<file path="src/rtl/uart_event_bridge.sv">
// uart_event_bridge
//   Byte-stream front end between a UART (rx/tx byte strobes) and the DVS
//   gesture accelerator.
//   - Parses 5-byte event packets (X_HI, X_LO, Y_HI, Y_LO, POL) into a
//     first-word-fall-through valid/ready event stream with a capture
//     timestamp.
//   - Queues classifier results and sends each one as a 2-byte message.
//   - Serves host commands: FF echo, FE status, FD config, FC soft reset,
//     FB stats. Command bytes are only recognised at a packet boundary.
//   - Resyncs to a packet boundary after BYTE_TIMEOUT idle cycles
//     mid-packet, and keeps saturating drop and error counters.
// Ports
//   clk, rst_n            clock, asynchronous active-low reset
//   rx_data, rx_valid     received byte and its 1-cycle strobe
//   tx_data, tx_valid     byte to transmit and its 1-cycle strobe
//   tx_busy               transmitter busy; no byte is issued while high
//   evt_valid, evt_ready  event stream handshake
//   evt_x, evt_y, evt_pol, evt_ts   head event fields
//   gest_valid, gest_class, gest_conf  classifier result strobe and data
//   acc_state             accelerator debug state, reported by status
//   soft_rst              1-cycle soft-reset pulse to the accelerator
module uart_event_bridge #(
  parameter int unsigned COORD_W      = 9,
  parameter int unsigned TS_W         = 16,
  parameter int unsigned EVT_DEPTH    = 8,
  parameter int unsigned RESP_DEPTH   = 4,
  parameter int unsigned CLASS_W      = 2,
  parameter int unsigned CONF_W       = 4,
  parameter int unsigned BYTE_TIMEOUT = 4096,
  parameter logic [7:0]  CFG0         = 8'd20,
  parameter logic [7:0]  CFG1         = 8'd8
) (
  input  logic               clk,
  input  logic               rst_n,
  input  logic [7:0]         rx_data,
  input  logic               rx_valid,
  output logic [7:0]         tx_data,
  output logic               tx_valid,
  input  logic               tx_busy,
  output logic               evt_valid,
  input  logic               evt_ready,
  output logic [COORD_W-1:0] evt_x,
  output logic [COORD_W-1:0] evt_y,
  output logic               evt_pol,
  output logic [TS_W-1:0]    evt_ts,
  input  logic               gest_valid,
  input  logic [CLASS_W-1:0] gest_class,
  input  logic [CONF_W-1:0]  gest_conf,
  input  logic [2:0]         acc_state,
  output logic               soft_rst
);

  localparam int unsigned HI_W  = COORD_W - 8;
  localparam int unsigned EVT_W = 2 * COORD_W + 1 + TS_W;
  localparam int unsigned RES_W = CLASS_W + CONF_W;
  localparam int unsigned EA    = $clog2(EVT_DEPTH);
  localparam int unsigned RA    = $clog2(RESP_DEPTH);
  localparam int unsigned EL_W  = EA + 1;
  localparam int unsigned RL_W  = RA + 1;
  localparam int unsigned TO_W  = $clog2(BYTE_TIMEOUT) + 1;

  typedef enum logic [2:0] {P_XH, P_XL, P_YH, P_YL, P_POL} p_state_t;
  typedef enum logic [2:0] {T_IDLE, T_B0, T_GAP0, T_B1, T_GAP1} t_state_t;
  typedef enum logic [2:0] {M_ECHO, M_STATUS, M_CONFIG, M_STATS, M_RESULT} msg_t;

  function automatic msg_t decode_cmd(input logic [7:0] b);
    unique case (b)
      8'hFF:   return M_ECHO;
      8'hFE:   return M_STATUS;
      8'hFD:   return M_CONFIG;
      default: return M_STATS;
    endcase
  endfunction

  function automatic logic [7:0] sat_add(input logic [7:0] a, input logic [1:0] inc);
    logic [8:0] s;
    s = {1'b0, a} + {7'b0, inc};
    return s[8] ? 8'hFF : s[7:0];
  endfunction

  // ---------------------------------------------------------------- parser
  p_state_t          p_state, p_next;
  logic [HI_W-1:0]   x_hi, y_hi;
  logic [7:0]        x_lo, y_lo;
  logic [TO_W-1:0]   idle_cnt;
  logic [TS_W-1:0]   ts;
  logic              cmd_byte, cmd_fc, timeout, evt_push_req;

  assign cmd_byte = rx_valid && (p_state == P_XH) && (rx_data >= 8'hFB);
  // Soft reset acts on the edge that samples FC; every block treats it as a flush.
  assign cmd_fc   = cmd_byte && (rx_data == 8'hFC);

  always_ff @(posedge clk or negedge rst_n) begin
    if (!rst_n) p_state <= P_XH;
    else        p_state <= p_next;
  end

  always_comb begin
    p_next       = p_state;
    timeout      = 1'b0;
    evt_push_req = 1'b0;
    if (rx_valid) begin
      unique case (p_state)
        P_XH:    if (!cmd_byte) p_next = P_XL;
        P_XL:    p_next = P_YH;
        P_YH:    p_next = P_YL;
        P_YL:    p_next = P_POL;
        P_POL: begin
          p_next       = P_XH;
          evt_push_req = 1'b1;
        end
        default: p_next = P_XH;
      endcase
    end else if (p_state != P_XH && idle_cnt == TO_W'(BYTE_TIMEOUT - 1)) begin
      p_next  = P_XH;
      timeout = 1'b1;
    end
  end

  always_ff @(posedge clk or negedge rst_n) begin
    if (!rst_n) begin
      x_hi <= '0;
      x_lo <= '0;
      y_hi <= '0;
      y_lo <= '0;
    end else if (rx_valid && !cmd_byte) begin
      unique case (p_state)
        P_XH:    x_hi <= rx_data[HI_W-1:0];
        P_XL:    x_lo <= rx_data;
        P_YH:    y_hi <= rx_data[HI_W-1:0];
        P_YL:    y_lo <= rx_data;
        default: ;
      endcase
    end
  end

  always_ff @(posedge clk or negedge rst_n) begin
    if (!rst_n)                                            idle_cnt <= '0;
    else if (rx_valid || p_state == P_XH || timeout || cmd_fc) idle_cnt <= '0;
    else                                                   idle_cnt <= idle_cnt + TO_W'(1);
  end

  always_ff @(posedge clk or negedge rst_n) begin
    if (!rst_n)      ts <= '0;
    else if (cmd_fc) ts <= '0;
    else             ts <= ts + TS_W'(1);
  end

  // ------------------------------------------------------------ event FIFO
  logic [EVT_W-1:0] evt_mem [EVT_DEPTH];
  logic [EA-1:0]    evt_wr, evt_rd;
  logic [EL_W-1:0]  evt_level;
  logic             evt_empty, evt_full, evt_pop, evt_push, evt_drop;
  logic [EVT_W-1:0] evt_entry, evt_head;

  assign evt_empty = (evt_level == '0);
  assign evt_full  = (evt_level == EL_W'(EVT_DEPTH));
  assign evt_valid = !evt_empty;
  assign evt_pop   = evt_valid && evt_ready;
  // A pop in the same cycle frees the slot, so a full FIFO still accepts.
  assign evt_push  = evt_push_req && (!evt_full || evt_pop);
  assign evt_drop  = evt_push_req && evt_full && !evt_pop;
  assign evt_entry = {x_hi, x_lo, y_hi, y_lo, rx_data[0], ts};
  assign evt_head  = evt_mem[evt_rd];

  always_ff @(posedge clk) begin
    if (evt_push) evt_mem[evt_wr] <= evt_entry;
  end

  always_ff @(posedge clk or negedge rst_n) begin
    if (!rst_n) begin
      evt_wr    <= '0;
      evt_rd    <= '0;
      evt_level <= '0;
    end else if (cmd_fc) begin
      evt_wr    <= '0;
      evt_rd    <= '0;
      evt_level <= '0;
    end else begin
      if (evt_push) evt_wr <= evt_wr + EA'(1);
      if (evt_pop)  evt_rd <= evt_rd + EA'(1);
      unique case ({evt_push, evt_pop})
        2'b10:   evt_level <= evt_level + EL_W'(1);
        2'b01:   evt_level <= evt_level - EL_W'(1);
        default: ;
      endcase
    end
  end

  // Storage is not reset, so the outputs are held at zero while empty.
  assign evt_x   = evt_valid ? evt_head[EVT_W-1 -: COORD_W]           : '0;
  assign evt_y   = evt_valid ? evt_head[TS_W+1+COORD_W-1 -: COORD_W]  : '0;
  assign evt_pol = evt_valid ? evt_head[TS_W]                         : 1'b0;
  assign evt_ts  = evt_valid ? evt_head[TS_W-1:0]                     : '0;

  // ---------------------------------------------------------- result queue
  logic [RES_W-1:0]   res_mem [RESP_DEPTH];
  logic [RA-1:0]      res_wr, res_rd;
  logic [RL_W-1:0]    res_level;
  logic               res_empty, res_full, res_pop, res_push, res_drop;
  logic [RES_W-1:0]   res_head;
  logic [CLASS_W-1:0] res_class;
  logic [CONF_W-1:0]  res_conf;

  t_state_t t_state, t_next;
  msg_t     msg, msg_next;

  assign res_empty = (res_level == '0);
  assign res_full  = (res_level == RL_W'(RESP_DEPTH));
  assign res_pop   = (t_state == T_B1) && (msg == M_RESULT) && !tx_busy;
  assign res_push  = gest_valid && (!res_full || res_pop);
  assign res_drop  = gest_valid && res_full && !res_pop;
  assign res_head  = res_mem[res_rd];
  assign res_class = res_head[RES_W-1 -: CLASS_W];
  assign res_conf  = res_head[CONF_W-1:0];

  always_ff @(posedge clk) begin
    if (res_push) res_mem[res_wr] <= {gest_class, gest_conf};
  end

  always_ff @(posedge clk or negedge rst_n) begin
    if (!rst_n) begin
      res_wr    <= '0;
      res_rd    <= '0;
      res_level <= '0;
    end else if (cmd_fc) begin
      res_wr    <= '0;
      res_rd    <= '0;
      res_level <= '0;
    end else begin
      if (res_push) res_wr <= res_wr + RA'(1);
      if (res_pop)  res_rd <= res_rd + RA'(1);
      unique case ({res_push, res_pop})
        2'b10:   res_level <= res_level + RL_W'(1);
        2'b01:   res_level <= res_level - RL_W'(1);
        default: ;
      endcase
    end
  end

  // -------------------------------------------------- command slot, counters
  logic       cmd_pend;
  msg_t       cmd_msg;
  logic [7:0] drop_cnt, err_cnt;
  logic       stats_clear;
  logic [1:0] drop_inc;

  always_ff @(posedge clk or negedge rst_n) begin
    if (!rst_n) begin
      cmd_pend <= 1'b0;
      cmd_msg  <= M_ECHO;
    end else if (cmd_fc) begin
      cmd_pend <= 1'b0;
    end else if (t_state == T_IDLE && cmd_pend) begin
      cmd_pend <= 1'b0;
    end else if (cmd_byte && !cmd_pend) begin
      cmd_pend <= 1'b1;
      cmd_msg  <= decode_cmd(rx_data);
    end
  end

  assign stats_clear = (t_state == T_B1) && (msg == M_STATS) && !tx_busy;
  assign drop_inc    = {1'b0, evt_drop} + {1'b0, res_drop};

  always_ff @(posedge clk or negedge rst_n) begin
    if (!rst_n) begin
      drop_cnt <= '0;
      err_cnt  <= '0;
    end else if (cmd_fc || stats_clear) begin
      drop_cnt <= '0;
      err_cnt  <= '0;
    end else begin
      drop_cnt <= sat_add(drop_cnt, drop_inc);
      err_cnt  <= sat_add(err_cnt, {1'b0, timeout});
    end
  end

  always_ff @(posedge clk or negedge rst_n) begin
    if (!rst_n) soft_rst <= 1'b0;
    else        soft_rst <= cmd_fc;
  end

  // ---------------------------------------------------------------- TX FSM
  logic [7:0] byte0, byte1;

  always_comb begin
    byte0 = '0;
    byte1 = '0;
    unique case (msg)
      M_ECHO:   byte0 = 8'h55;
      M_STATUS: begin
        byte0 = {4'hB, acc_state, evt_empty};
        byte1 = 8'(evt_level);
      end
      M_CONFIG: begin
        byte0 = CFG0;
        byte1 = CFG1;
      end
      M_STATS: begin
        byte0 = drop_cnt;
        byte1 = err_cnt;
      end
      M_RESULT: begin
        byte0 = {4'hA, 4'(res_class)};
        byte1 = 8'(res_conf);
      end
      default: ;
    endcase
  end

  always_ff @(posedge clk or negedge rst_n) begin
    if (!rst_n) begin
      t_state <= T_IDLE;
      msg     <= M_ECHO;
    end else if (cmd_fc) begin
      t_state <= T_IDLE;
    end else begin
      t_state <= t_next;
      msg     <= msg_next;
    end
  end

  always_comb begin
    t_next   = t_state;
    msg_next = msg;
    tx_valid = 1'b0;
    tx_data  = '0;
    unique case (t_state)
      T_IDLE: begin
        if (cmd_pend) begin
          msg_next = cmd_msg;
          t_next   = T_B0;
        end else if (!res_empty) begin
          msg_next = M_RESULT;
          t_next   = T_B0;
        end
      end
      T_B0: begin
        if (!tx_busy) begin
          tx_valid = 1'b1;
          tx_data  = byte0;
          t_next   = T_GAP0;
        end
      end
      T_GAP0:  t_next = (msg == M_ECHO) ? T_IDLE : T_B1;
      T_B1: begin
        if (!tx_busy) begin
          tx_valid = 1'b1;
          tx_data  = byte1;
          t_next   = T_GAP1;
        end
      end
      T_GAP1:  t_next = T_IDLE;
      default: t_next = T_IDLE;
    endcase
  end

endmodule

</file>
<file path="config.mk">
export PLATFORM = sky130hd
export DESIGN_NAME = uart_event_bridge
export DESIGN_NICKNAME = d
export VERILOG_FILES = /design/src/rtl/uart_event_bridge.sv
export SDC_FILE = /design/constraint.sdc
export NUM_CORES = 1
export LEC_CHECK = 0
export BUFFER_PORTS_ARGS = -buffer_cell sky130_fd_sc_hd__clkbuf_2
export CAP_MARGIN = 20
export CORE_MARGIN = 2
export CORE_UTILIZATION = 45
export CTS_CLUSTER_DIAMETER = 100
export DETAILED_ROUTE_END_ITERATION = 10
export GPL_TIMING_DRIVEN = 0
export PLACE_DENSITY = 0.68
export SLEW_MARGIN = 0
export SYNTH_ARGS = -nofsm -noshare
export SYNTH_HDL_FRONTEND = slang
export SYNTH_SLANG_ARGS = --single-unit
</file>
<file path="constraint.sdc">
create_clock -name clk -period 4.6 [get_ports clk]
set_clock_uncertainty 0.05 [all_clocks]
set_input_delay 0.69 -clock clk [delete_from_list [all_inputs] [get_ports clk]]
set_output_delay 0.69 -clock clk [all_outputs]
set_load 0.01 [all_outputs]
</file>
==> reports/qor.csv <==
stage;metric;value;unit
logic_synthesis;top cells by count, synth;edfxtp_1 (304), dfrtp_1 (93), nor2_1 (87);
timing;Fin Setup TNS;0;ps
timing;slew of the pin with the lowest slew margin;1060;ps
routing;final antenna-violating net count;0;
timing;Max-slew headroom;29.4;%
cts;post-CTS setup buffers;0;
worst_setup_path;CP Buf/Inv Count;3;
cts;cts hold-fix bufs;0;
cts;CTS Buffer Depth;3;
cts;CTS tree;built;
logic_synthesis;Synth async-reset ratio;23.4;%
floorplan;# IOs;69;
routing;drt wl/cell;21.0;um
timing;Fin Hold WS;146;ps
worst_setup_path;cell family with most CP delay;buffers and inverters;
timing;RSZ-0062 raised after global routing;no;
worst_setup_path;critical path class;reg2out;
worst_setup_path;RR Endpoint;evt_level[3];
logic_synthesis;Post-synth EDFFs;304;
global_route;grt ovf;0;
place;port bufs;67;
logic_synthesis;dominant cells by area after synthesis;edfxtp_1 (55%), dfrtp_1 (14%), mux4_2 (10%);
worst_setup_path;crit path launch type;flip-flop;
timing;post-layout minimum cycle time;3850;ps
worst_setup_path;depth of the worst register-to-register path;10;
worst_setup_path;Crit. End Element;output port;
worst_setup_path;R2R setup slack;920;ps
logic_synthesis;number of synthesized register bits;397;
finish;ratio of cells with drive above 1 in the final layout;24.7;%
worst_setup_path;Critical Path Slowest Stage Cell;nor4_4;
logic_synthesis;Most used DFF post-synth;edfxtp_1;
timing;final hold violation count;0;
routing;DR iter-0 viols;708;
floorplan;Total Die Area;38300;um^2
global_route;largest net degree at the start of global routing;55;
global_route;total track usage;18.3;%
worst_setup_path;CP Data Arrival Time;3110;ps
routing;DRC;0;
timing;final setup fails;0;
logic_synthesis;Syn Area/Cell;16.8;um^2
routing;WL final;33.8;mm
finish;area grow syn2layout;15.7;%
cts;CTS root buffer;clkbuf_16;
logic_synthesis;sequential area share after synthesis;69.3;%
finish;Layout Nets;1150;
global_route;initial antenna violation count;1;
timing;Final Max Slew Viols;0;
cts;Max H-tree Level;2;
logic_synthesis;most common cell in the netlist;edfxtp_1;
routing;Via density;5.55;
cts;clk sinks;397;
logic_synthesis;cell area after synthesis;16500;um^2
cts;CTS buffer count;41;
floorplan;Initial Util;45.4;%
cts;# resized after CTS;0;
floorplan;Core Area;36400;um^2
worst_setup_path;crit path max fanout;9;
global_route;vias in the first global route;9352;
floorplan;Die Width;196;um
floorplan;Die Y;196;um
power;cell leakage power;6.84;nW
routing;drt pass-1 iters;5;
place;GP Congestion;0.834;
logic_synthesis;Yosys cell types;66;
power;power per cell area;583;nW/um^2
worst_setup_path;required time of the critical path;3860;ps
timing;Achievable Freq;260;MHz
logic_synthesis;Synth warnings;0;
timing;final worst-path cycle share;83.6;%
run;reported max-cap violation count;0;
power;Worst VDD drop;0.000412;V
run_status;status;finished, final reports clean;
worst_setup_path;worst-path cell chain;clkbuf_1, nor4_4, inv_1, o22ai_1, nand2_1, o311ai_0, clkbuf_2;
logic_synthesis;area leader, netlist;edfxtp_1;
logic_synthesis;syn_nets;1025;
routing;via count;8959;
worst_setup_path;Crit Reg-Reg Startpoint;evt_level[1];
cts;clock insertion delay at the later pin of the skew report;540;ps
worst_setup_path;Worst path max stage delay;790;ps
min_path;hold crit path type;in2async;
logic_synthesis;top cell type's share of synthesized area;55.2;%
floorplan;# rows;70;
cts;clk slew on worst S/H paths;60;ps
global_route;wire length of the first global-routing pass;53.4;mm
place;DP HPWL;21.8;mm
logic_synthesis;Syn Inst Count;986;
## routing by layer
metal	up-vias	share of wire, %	GRT usage, %
met2	234	50	31.1
met4	0	2.2	4.91
met3	56	5.1	3.03
met5	-	0	0
li1	4094	-	-
met1	4575	43	24.6
## cells by family (layout without fill, tap and decap cells)
kind of cell               after synthesis  after routing  synth area share (%)
and+or+nand+nor                        240            240                  7.73
DFF                                    397            397                  69.3
other                                    0              1                     0
buffers and inverters                   65            223                  1.66
muxes                                  143            143                  14.6
adders and majority gates               16             16                  1.35
AOI/OAI and AO/OA                       88             88                  3.46
xor gates and xnor gates                37             37                  1.96
## how the worst max path moves through the flow
stage,slack [ps],startpoint,cells after the start,end
floorplan,150,evt_ready,5,evt_mem[0][0]
global placement,-2550,evt_ready,5,evt_mem[0][17]
detailed placement,960,evt_level[1],10,evt_level[3]
CTS,690,evt_level[1],7,tx_data[0]
global route,600,evt_level[1],7,tx_data[0]
finish,750,evt_level[1],7,tx_data[0]
## cells in the final DEF (no fill, tap or decap), types with 4 or more instances in the layout
master,count
xor2_1,24
mux2i_1,46
dfrtp_1,93
inv_1,19
mux2_2,19
bufinv_16,4
clkbuf_2,66
clkbuf_16,42
nand2b_1,9
clkinv_1,4
nor3_1,17
nor2b_1,7
nand3_1,27
nand4_1,14
clkbuf_1,28
mux4_2,76
a31oi_1,4
buf_12,6
a21oi_1,36
and4_1,7
nor2_4,6
buf_1,7
buf_6,7
and2_1,7
clkinv_2,10
xnor2_1,13
nor2_1,81
and3_1,4
edfxtp_1,304
o21ai_0,15
buf_2,18
ha_1,13
nand2_1,29
## final cells by class
class	instances	area, um^2
fillers	2985	17300
clock inverters	24	255
plain buffers	46	203
flip-flops and latches	397	11500
multi-input cells	524	4860
repair buffers	82	583
diodes	1	2.50
well taps	468	586
inverters	19	71.3
clock buffers	52	1110
## through the flow
step           std cells  total power [mW]  setup WS (ps)  instance area (um^2)  utilization (%)
2_1_floorplan        986              6.92            152                 16500                -
6_report            1613              11.2            752                 19100             52.5
3_5_place_dp        1536              7.96            955                 17800             48.7
3_3_place_gp        1521              7.85          -2550                 17500             47.9
5_1_grt             1612              11.7            601                 19100             52.5
4_1_cts             1612              11.3            686                 19100             52.5
## sequential cells by signal, summed over array words and instances, names as in the netlist
signal and cells:
evt_mem 280, evt_level 4, ts 16, evt_wr 3, idle_cnt 13, x_lo 8
x_hi 1, y_hi 1, y_lo 8, msg 3, p_state 3, t_state 3
res_wr 2, cmd_pend 1, res_level 3, soft_rst 1, res_mem 24, evt_rd 3
drop_cnt 8, cmd_msg 2, err_cnt 8, res_rd 2
## report_power, final
group	switching (mW)	leakage, nW	internal [mW]	total [mW]
combinational	1.62	2.24	1.39	3.01
sequential	0.399	3.93	4.43	4.83
clock	1.36	0.673	1.95	3.32
total	3.38	6.84	7.78	11.2
(Power assumes the default switching activity.)
